[src/rtl/shadow_reg_bank.sv]
// Double-buffered register bank: software writes land in shadow registers,
// and a commit copies every dirty shadow into the active outputs in one edge.
module shadow_reg_bank #(
  parameter int               WIDTH     = 8,
  parameter int               AW        = 2,
  parameter logic [WIDTH-1:0] RESET_VAL = '0
) (
  input  logic                      clk_in,
  input  logic                      rst_in,
  input  logic                      wr_en_in,
  input  logic [AW-1:0]             wr_addr_in,
  input  logic [WIDTH-1:0]          wr_data_in,
  input  logic                      clr_in,
  input  logic                      commit_in,
  input  logic [AW-1:0]             rd_addr_in,
  output logic [WIDTH-1:0]          rd_data_out,
  output logic [(2**AW)*WIDTH-1:0]  q_out,
  output logic [2**AW-1:0]          dirty_out,
  output logic                      commit_ack_out
);

  localparam int CHANNELS = 2**AW;

  logic [WIDTH-1:0]    shadow [CHANNELS];
  logic [WIDTH-1:0]    active [CHANNELS];
  logic [CHANNELS-1:0] dirty;

  logic             touch;
  logic [WIDTH-1:0] touch_val;

  // Write wins over clear; both target the same shadow channel.
  assign touch     = wr_en_in | clr_in;
  assign touch_val = wr_en_in ? wr_data_in : RESET_VAL;

  always_ff @(posedge clk_in) begin
    if (rst_in) begin
      // NOTE: the arrays are reset explicitly because RESET_VAL must be visible
      // on q_out and rd_data_out right after reset; this keeps them in flops.
      for (int k = 0; k < CHANNELS; k++) begin
        shadow[k] <= RESET_VAL;
        active[k] <= RESET_VAL;
      end
      dirty          <= '0;
      commit_ack_out <= 1'b0;
      rd_data_out    <= RESET_VAL;
    end else begin
      commit_ack_out <= commit_in;
      rd_data_out    <= shadow[rd_addr_in];
      // NOTE: non-blocking assignments make a same-edge commit copy the
      // pre-write shadow value while the new write lands and stays dirty.
      for (int k = 0; k < CHANNELS; k++) begin
        if (commit_in && dirty[k]) begin
          active[k] <= shadow[k];
        end
        if (touch && (wr_addr_in == AW'(k))) begin
          shadow[k] <= touch_val;
          dirty[k]  <= 1'b1;
        end else if (commit_in) begin
          dirty[k]  <= 1'b0;
        end
      end
    end
  end

  for (genvar g = 0; g < CHANNELS; g++) begin : g_pack
    assign q_out[g*WIDTH +: WIDTH] = active[g];
  end

  assign dirty_out = dirty;

endmodule

[config.mk]
export PLATFORM = sky130hd
export DESIGN_NAME = shadow_reg_bank
export DESIGN_NICKNAME = d
export VERILOG_FILES = /design/src/rtl/shadow_reg_bank.sv
export SDC_FILE = /design/constraint.sdc
export NUM_CORES = 1
export LEC_CHECK = 0
export ABC_AREA = 1
export CORE_ASPECT_RATIO = 2
export CORE_UTILIZATION = 48
export CTS_BUF_LIST = sky130_fd_sc_hd__clkbuf_8
export DETAILED_ROUTE_END_ITERATION = 8
export GPL_TIMING_DRIVEN = 0
export PLACE_DENSITY = 0.82
export SETUP_SLACK_MARGIN = 0.2
export SYNTH_ARGS = -nofsm -noshare
export SYNTH_HDL_FRONTEND = slang
export SYNTH_SLANG_ARGS = --single-unit
[constraint.sdc]
create_clock -name clk_in -period 1.1 [get_ports clk_in]
set_clock_uncertainty 0.2 [all_clocks]
set_input_delay 0.11 -clock clk_in [delete_from_list [all_inputs] [get_ports clk_in]]
set_output_delay 0.11 -clock clk_in [all_outputs]
set_load 0.01 [all_outputs]
==> flow_summary.toml, run 1 <==
[power_and_ir_drop]
clockPowerShare_pct = 28.2
internal_power_mw = 4.452
leakage_nw = 1.840
switching_share_pct = 26.52
net-switching-power_mw = 1.607
power_density_mw_per_mm2 = 1329
p_comb_share_pct = 15.5
seqPwrFrac_pct = 56.4
max-vdd-ir-drop_mv = 0.8539

[routing]
vias = 2337
ant_nets = 0
avgViaCountPerCell = 5.103
drc_errors = 0
drtIter0Drc = 106
wl_mm = 7.913
drt-wirelength-per-cell_um = 17.28
drtPass1Iterations = 4

[timing]
relSlewSlack_pct = 73.24
drv_slew = 0
fmax_mhz = 826.3
rsz0062_at_grt = "yes"
timing.final.ws_setup_ns = -0.1102
min_period_ns = 1.210
final-setup-viol-count = 98
hold_viol = 10
fin_crit_sh_pct = 110.0
worst_hold_slack_ns = -0.08777
tightestPinTransition_ns = 0.4009
final.setup.tns_ns = -4.704

[run_status]
violations = "hold timing, setup timing"
status = "complete, but fails checks"

[placement]
dpl_cell_area_mm2 = 0.003876
io_buffers = 58
dp_hpwl_mm = 4.807
gp_congestion = 0.8998
dpl_worst_slack_ns = -0.7148
place_inst = 428

[grt]
grt_usage_pct = 23.95
grt_use_met2_pct = 41.23
grt.busiest_layer = "met2"
grt_pass1_vias = 2349
use_met3_pct = 6.187
overflow = 0
grt_max_degree = 12
groute.layer.met1.usage_pct = 22.15
grt_pass1_wl_mm = 11.13
antenna_found_initial = 0

[critical_path]
crit_start = "active[0][3]"
critPathBufInv = 1
cp-end-kind = "output pin"
cp_data_required_time_ns = 0.79
criticalPathCategory = "reg2out"
slowest_delay_ns = 0.39
crit_slowest_cell = "edfxtp_1"
crit_fanout = 1
cp_num_cells = 1
rr_startpoint = "dirty_out[0]"
r2r_setup_slack_ns = -0.07
startpoint_type = "flop"
worstReg2RegEnd = "active[0][6]"
critPathArrivalTime_ns = 0.90
ff2ff_path_depth = 3
critical-path-top-delay-family = "flip-flops"
path_cells = "buf_2"

[logic_synthesis]
synth_top_area_share_pct = 62.31
syn-mean-instance-area_um2 = 10.86
seq_area_frac_synth_pct = 70.75
synth_area_leaders = "edfxtp_1, dfxtp_1, nor2_1"
yosys_warnings = 0
synthCells = 284
yosys.cell_types.count = 15
synth_nets = 301
syn_area_mm2 = 0.003084
yosys.area.top_type = "edfxtp_1"
synth_seq_cells = 77

[layout]
syn2layout_area_growth_pct = 47.83
drive_above_1_share_pct = 63.71
final_cell_area_mm2 = 0.004559
antenna_cells = 0
layout.nets = 384
fin_cells = 458

[die]
die_w_um = 58.68
start_util_pct = 49.28
die-area_mm2 = 0.006769
coreArea_mm2 = 0.006259
row_count = 41
io_pins = 62
die_y_um = 115.4

[min_path]
hold-path-cell-count = 4
hp-start = "rd_addr_in[0]"
hold_class = "in2reg"
worst_hold_path.endpoint = "rd_data_out[1]"

[job]
maxCapViolCount = 0

[clocking]
htree_levels = 3
insertion_delay_ns = 0.36
cts-buffers-inserted = 9
clock-root-buffer = "clkbuf_8"
clockBufferDepth = 2
cts.sinks = 77
tritoncts = "done"
clk_pin_slew_ns = 0.07
[routing by layer]
layer / vias up / routed length (um)
met5: - / 0
met4: 0 / 403
met3: 26 / 362
met2: 103 / 4508
met1: 1121 / 2638
li1: 1087 / -
[state kept, by name, summed over array words and instances, names as in the netlist]
| name | count |
|---|---|
| active | 32 |
| commit_ack_out | 1 |
| dirty_out | 4 |
| rd_data_out | 8 |
| shadow | 32 |
[metrics by stage]
step,power (mW),util [%]
floorplan,3.813,-
global placement,4.130,61.94
detailed placement,4.156,61.94
CTS,5.883,68.99
global route,6.235,72.85
finish,6.060,72.85
[final cells by class]
class,instances,area (um2)
sequential,77,2202
fill,429,1699
multi-input combinational,163,1330
timing repair buffer,71,543.0
inverter,38,145.1
clock buffer,9,123.9
tap,86,107.6
buffer,7,81.33
clock inverter,7,26.28
[power by group through the flow]
stage | logic, mW | registers (mW) | clock network [mW]
2_1_floorplan | 0.309 | 3.50 | 0
3_3_place_gp | 0.673 | 3.46 | 0
3_5_place_dp | 0.690 | 3.47 | 0
4_1_cts | 0.813 | 3.41 | 1.66
5_1_grt | 0.988 | 3.43 | 1.82
6_report | 0.937 | 3.42 | 1.71
[worst max path at each step]
stage	slack (ns)	to
floorplan	-0.06	shadow[1][0]
global placement	-0.65	active[0][2]
detailed placement	-0.71	active[2][3]
CTS	-0.11	q_out[8]
global route	-0.13	q_out[8]
finish	-0.11	q_out[3]
[worst reg2reg max path, stage by stage (launching register included)]
cell,delay (ns)
dfxtp_4,0.37
buf_6,0.13
nand2_4,0.07
nand2_8,0.11
[what timing repair did]
item | 4_1_cts | 5_1_grt
setup endpoints to repair | 186 | 169
pin swaps | 35 | 15
gates resized for setup | 331 | 68
cloned | 1 | 0
endpoints found under the hold margin | 11 | 10
setup buffers | 11 | 2
[synthesized netlist by cell type, drive strengths merged]
library cell and n:
nor2 66, nor3 4, edfxtp 64, inv 38, dfxtp 13, a21oi 8
or2 4, buf 7, nand2 60, nand3 20
[placed cells by master, fill, tap and decap left out]
cell / count
a21oi_1: 1
a21oi_2: 7
buf_12: 2
buf_2: 40
buf_4: 2
buf_6: 23
buf_8: 1
clkbuf_4: 2
clkbuf_8: 9
clkdlybuf4s50_1: 8
dfxtp_1: 5
dfxtp_2: 4
dfxtp_4: 4
edfxtp_1: 64
inv_1: 9
inv_2: 35
inv_4: 1
nand2_1: 19
nand2_2: 27
nand2_4: 6
nand2_8: 9
nand3_1: 2
nand3_2: 18
nor2_1: 27
nor2_2: 11
nor2_4: 28
nor3_4: 4
or2_4: 4
[kinds of logic (layout without fill, tap and decap cells)]
kind of cell	count (synthesis)	after routing	share of synthesized area, %
AOI/OAI and AO/OA	8	8	1.298
and+or+nand+nor	154	155	21.83
buffers and inverters	45	132	6.126
DFF	77	77	70.75
(Power assumes the default switching activity.)
==> run 2, diff against run 1 <==
--- a/config.mk
+++ b/config.mk
@@ -7,6 +7,7 @@
 export LEC_CHECK = 0
 export ABC_AREA = 1
 export CORE_ASPECT_RATIO = 2
+export CORE_MARGIN = 5
 export CORE_UTILIZATION = 48
 export CTS_BUF_LIST = sky130_fd_sc_hd__clkbuf_8
 export DETAILED_ROUTE_END_ITERATION = 8
==> run 2 against run 1 <==
Net effect: the run still ends with hold timing, setup timing left; via count shrank 1.0%; clock-buffer cell count grew 2; combinational power grew 1%; highest routed layer unchanged.
==> flow_summary.toml, run 2 (synthesized netlist as in run 1, its figures left out) <==
[power_and_ir_drop]
max-vdd-ir-drop_mv = 1.086
power_density_mw_per_mm2 = 1340
leakage_nw = 1.860

[critical_path]
slowest_delay_ns = 0.37
critPathArrivalTime_ns = 0.87
criticalPathCategory = "reg2out"
startpoint_type = "flop"
critical-path-top-delay-family = "flip-flops"
cp_data_required_time_ns = 0.79
r2r_setup_slack_ns = -0.08
cp-end-kind = "output pin"
crit_slowest_cell = "edfxtp_1"
crit_fanout = 1
path_cells = "buf_2"
critPathBufInv = 1

[clocking]
cts-buffers-inserted = 9
insertion_delay_ns = 0.36
tritoncts = "done"
htree_levels = 3
cts.sinks = 77
clk_pin_slew_ns = 0.07
clockBufferDepth = 2
clock-root-buffer = "clkbuf_8"

[placement]
io_buffers = 58
gp_congestion = 0.9071
dp_hpwl_mm = 4.897

[layout]
post-route-util_pct = 73.49
antenna_cells = 0
final_common_cell = "edfxtp_1"
layout.nets = 387
top_regs = "active x32, shadow x32, rd_data_out x8"
final_cell_mix = "edfxtp_1, buf_2, inv_2, nor2_4, nor2_1"
drive_above_1_share_pct = 64.53
syn2layout_area_growth_pct = 50.34

[timing]
timing.final.ws_setup_ns = -0.08475
drv_slew = 0
hold_viol = 11
final.setup.tns_ns = -4.101
rsz0062_at_grt = "yes"
final-setup-viol-count = 88
worst_hold_slack_ns = -0.09258
relSlewSlack_pct = 74.36
tightestPinTransition_ns = 0.3842
min_period_ns = 1.185
fmax_mhz = 844.1
fin_crit_sh_pct = 107.7

[die]
die_y_um = 123.4
start_util_pct = 48.88
coreArea_mm2 = 0.006310
row_count = 41
die_w_um = 66.68
io_pins = 62
die-area_mm2 = 0.008226

[job]
maxCapViolCount = 0

[routing]
vias = 2313
ant_nets = 0
avgViaCountPerCell = 5.017
drtPass1Iterations = 5
drt-wirelength-per-cell_um = 17.44
drc_errors = 0
drtIter0Drc = 125
wl_mm = 8.038

[grt]
overflow = 0
grt_pass1_vias = 2312
antenna_found_initial = 0
grt_usage_pct = 20.13
grt_pass1_wl_mm = 11.66
grt_max_degree = 12

[run_status]
violations = "hold timing, setup timing"
status = "complete, but fails checks"

[min_path]
hold_class = "in2reg"
run 2: timing repair:
action	4_1_cts	5_1_grt
pin swaps	46	17
endpoints found under the hold margin	11	14
cloned	1	1
setup endpoints to repair	186	175
gates resized for setup	316	89
setup buffers	11	4
run 2: routing by layer:
| layer | wire [um] | global-route usage, % |
|---|---|---|
| met2 | 4747 | 36.01 |
| met5 | 0 | 0 |
| met1 | 2716 | 20.64 |
| met4 | 190 | 11.45 |
| met3 | 383 | 5.000 |
run 2: path summary, 6_finish.rpt:
path,cells after the start,startpoint,to
worst max-delay path,1,active[1][2],q_out[10]
worst min-delay path,4,rd_addr_in[0],rd_data_out[4]
worst max register to register,3,dirty_out[1],active[1][7]
worst min register to register,2,shadow[2][6],active[2][6]
run 2: final cells by class:
class / instances / area [um2]
tap: 86 / 107.6
clock inverter: 5 / 20.02
multi-input combinational: 164 / 1364
sequential: 77 / 2202
fill: 414 / 1673
clock buffer: 11 / 151.4
timing repair buffer: 73 / 556.8
inverter: 38 / 145.1
buffer: 7 / 90.09
run 2: metrics by stage:
step / total power, mW / cell area [um2] / setup slack, ns / cells
after floorplan: 3.813 / 3188 / -0.06316 / 284
after global placement: 4.141 / 3876 / -0.6686 / 428
after detailed placement: 4.159 / 3876 / -0.7202 / 428
after CTS: 6.038 / 4328 / -0.1025 / 456
after global routing: 6.432 / 4637 / -0.1278 / 461
final: 6.214 / 4637 / -0.08475 / 461
run 2: power by group:
part	switching, mW	total (mW)	internal, mW
combinational	0.594	0.951	0.357
sequential	0.0725	3.42	3.34
clock	0.941	1.85	0.906
total	1.61	6.21	4.61
run 2: worst reg2reg max path, stage by stage, from the launching register on:
cell and delay [ns]:
dfxtp_4 0.37, buf_6 0.14, nand2_4 0.07, nand2_8 0.10
==> run 3, diff against run 2 <==
--- a/config.mk
+++ b/config.mk
@@ -7,7 +7,7 @@
 export LEC_CHECK = 0
 export ABC_AREA = 1
 export CORE_ASPECT_RATIO = 2
-export CORE_MARGIN = 5
+export CORE_MARGIN = 2
 export CORE_UTILIZATION = 48
 export CTS_BUF_LIST = sky130_fd_sc_hd__clkbuf_8
 export DETAILED_ROUTE_END_ITERATION = 8
==> run 3 against run 2 <==
Net effect: the run still ends with hold timing, setup timing left; critical endpoint is now q_out[30]; sequential share of layout area grew 0.39 points; flip-flop and latch count is the same; critical path type unchanged; utilization is essentially flat; critical path depth is the same.
==> flow_summary.toml, run 3 (synthesized netlist as in run 1, its figures left out) <==
[power_and_ir_drop]
power_density_mw_per_mm2 = 1431
p_comb_share_pct = 14.3
clockPowerShare_pct = 33.7
internal_power_mw = 4.929
max-vdd-ir-drop_mv = 0.8348
net-switching-power_mw = 1.647
leakage_nw = 1.837
switching_share_pct = 25.05
seqPwrFrac_pct = 51.9
power_mw = 6.576

[grt]
grt_pass1_vias = 2250
grt_max_degree = 13
grt_pass1_wl_mm = 11.25
overflow = 0
grt_usage_pct = 22.39
antenna_found_initial = 0

[layout]
top_regs = "active x32, shadow x32, rd_data_out x8"
multi_input_area_mm2 = 0.001326
final_cell_mix = "edfxtp_1, buf_2, inv_2, nor2_1, nor2_4"
syn2layout_area_growth_pct = 49.05
antenna_cells = 0
fill_cells = 411
fin_cells = 457
seq_area_mm2 = 0.002201
layout.nets = 383
final_common_cell = "edfxtp_1"
drive_above_1_share_pct = 64.15

[placement]
dpl_worst_slack_ns = -0.7148
io_buffers = 58
place_inst = 428
gp_congestion = 0.9025
dp_hpwl_mm = 4.881

[run_status]
violations = "hold timing, setup timing"
status = "complete, but fails checks"

[routing]
drtIter0Drc = 174
wl_mm = 8.157
ant_nets = 0
avgViaCountPerCell = 5.151
drt-wirelength-per-cell_um = 17.85
drtPass1Iterations = 5
drc_errors = 0
vias = 2354

[timing]
relSlewSlack_pct = 71.30
tightestPinTransition_ns = 0.4300
worst_hold_slack_ns = -0.09388
timing.final.ws_setup_ns = -0.1045
final-setup-viol-count = 97
fmax_mhz = 830.2
drv_slew = 0
min_period_ns = 1.204
fin_crit_sh_pct = 109.5
rsz0062_at_grt = "yes"
hold_viol = 8

[min_path]
hold_class = "in2reg"

[clocking]
clk_pin_slew_ns = 0.07
insertion_delay_ns = 0.36
clock-root-buffer = "clkbuf_8"
cts.sinks = 77
cts-buffers-inserted = 9
htree_levels = 3
clockBufferDepth = 2
tritoncts = "done"

[critical_path]
cp_data_required_time_ns = 0.79
critPathArrivalTime_ns = 0.89
path_cells = "buf_2"
critical-path-top-delay-family = "flip-flops"
startpoint_type = "flop"
slowest_delay_ns = 0.38
criticalPathCategory = "reg2out"
crit_slowest_cell = "edfxtp_1"
critPathBufInv = 1
crit_fanout = 1
cp-end-kind = "output pin"

[die]
die-area_mm2 = 0.007121
coreArea_mm2 = 0.006259
die_w_um = 60.68
io_pins = 62
die_y_um = 117.4
start_util_pct = 49.28
row_count = 41

[job]
maxCapViolCount = 0
[run 3: changes by cell type in the layout (fill, tap and decap cells not counted), sizes merged]
cell | previous run | this run
bufinv | 0 | 2
nand2 | 62 | 60
inv | 42 | 38
clkbuf | 12 | 9
clkdlybuf4s18 | 1 | 0
clkinv | 1 | 5
[run 3: worst register-to-register path: cells and delay by family (launching register included)]
kind          cells  cell delay (ns)
flops             1             0.38
buf+inv           1             0.13
simple gates      2             0.17
[run 3: timing repair]
action,in CTS,in global routing
endpoints found under the hold margin,11,9
endpoints found under the setup margin,186,163
gates resized for setup,344,50
cloned,0,0
buffers inserted,9,4
pin swaps,32,26
[run 3: layer usage]
layer,track usage (%),up-vias,wire [um]
li1,-,1082,-
met1,21.92,1125,2649
met2,39.38,120,4637
met3,3.418,27,426
met4,15.90,0,444
met5,0,-,0
[run 3: power by group through the flow]
| stage | registers, mW | clock network, mW | logic [mW] |
|---|---|---|---|
| 3_3_place_gp | 3.46 | 0 | 0.675 |
| 2_1_floorplan | 3.50 | 0 | 0.309 |
| 5_1_grt | 3.43 | 2.29 | 0.990 |
| 6_report | 3.41 | 2.22 | 0.942 |
| 4_1_cts | 3.41 | 2.19 | 0.826 |
| 3_5_place_dp | 3.47 | 0 | 0.691 |
[run 3: path summary, 6_finish.rpt]
| kind | startpoint | slack, ns | cells after the start | endpoint |
|---|---|---|---|---|
| max reg2reg | dirty_out[0] | -0.07 | 3 | active[0][3] |
| min | rd_addr_in[0] | -0.09 | 4 | rd_data_out[3] |
| min reg2reg | shadow[3][0] | 0.37 | 2 | active[3][0] |
| max | active[3][6] | -0.10 | 1 | q_out[30] |
[run 3: through the flow]
stage	cell area, um2	TNS (ns)	util, %
floorplan	3188	-1.550	-
global placement	3876	-79.63	61.94
detailed placement	3876	-82.16	61.94
CTS	4399	-4.161	70.29
global route	4597	-5.843	73.45
finish	4597	-4.434	73.45
[run 3: area by class of cell]
| cell class | instances | area share [%] |
|---|---|---|
| timing repair buffer | 71 | 11.46 |
| buffer | 7 | 1.878 |
| clock inverter | 7 | 1.742 |
| tap | 86 | 2.341 |
| clock buffer | 9 | 2.695 |
| inverter | 38 | 3.157 |
| sequential | 77 | 47.88 |
| multi-input combinational | 162 | 28.85 |
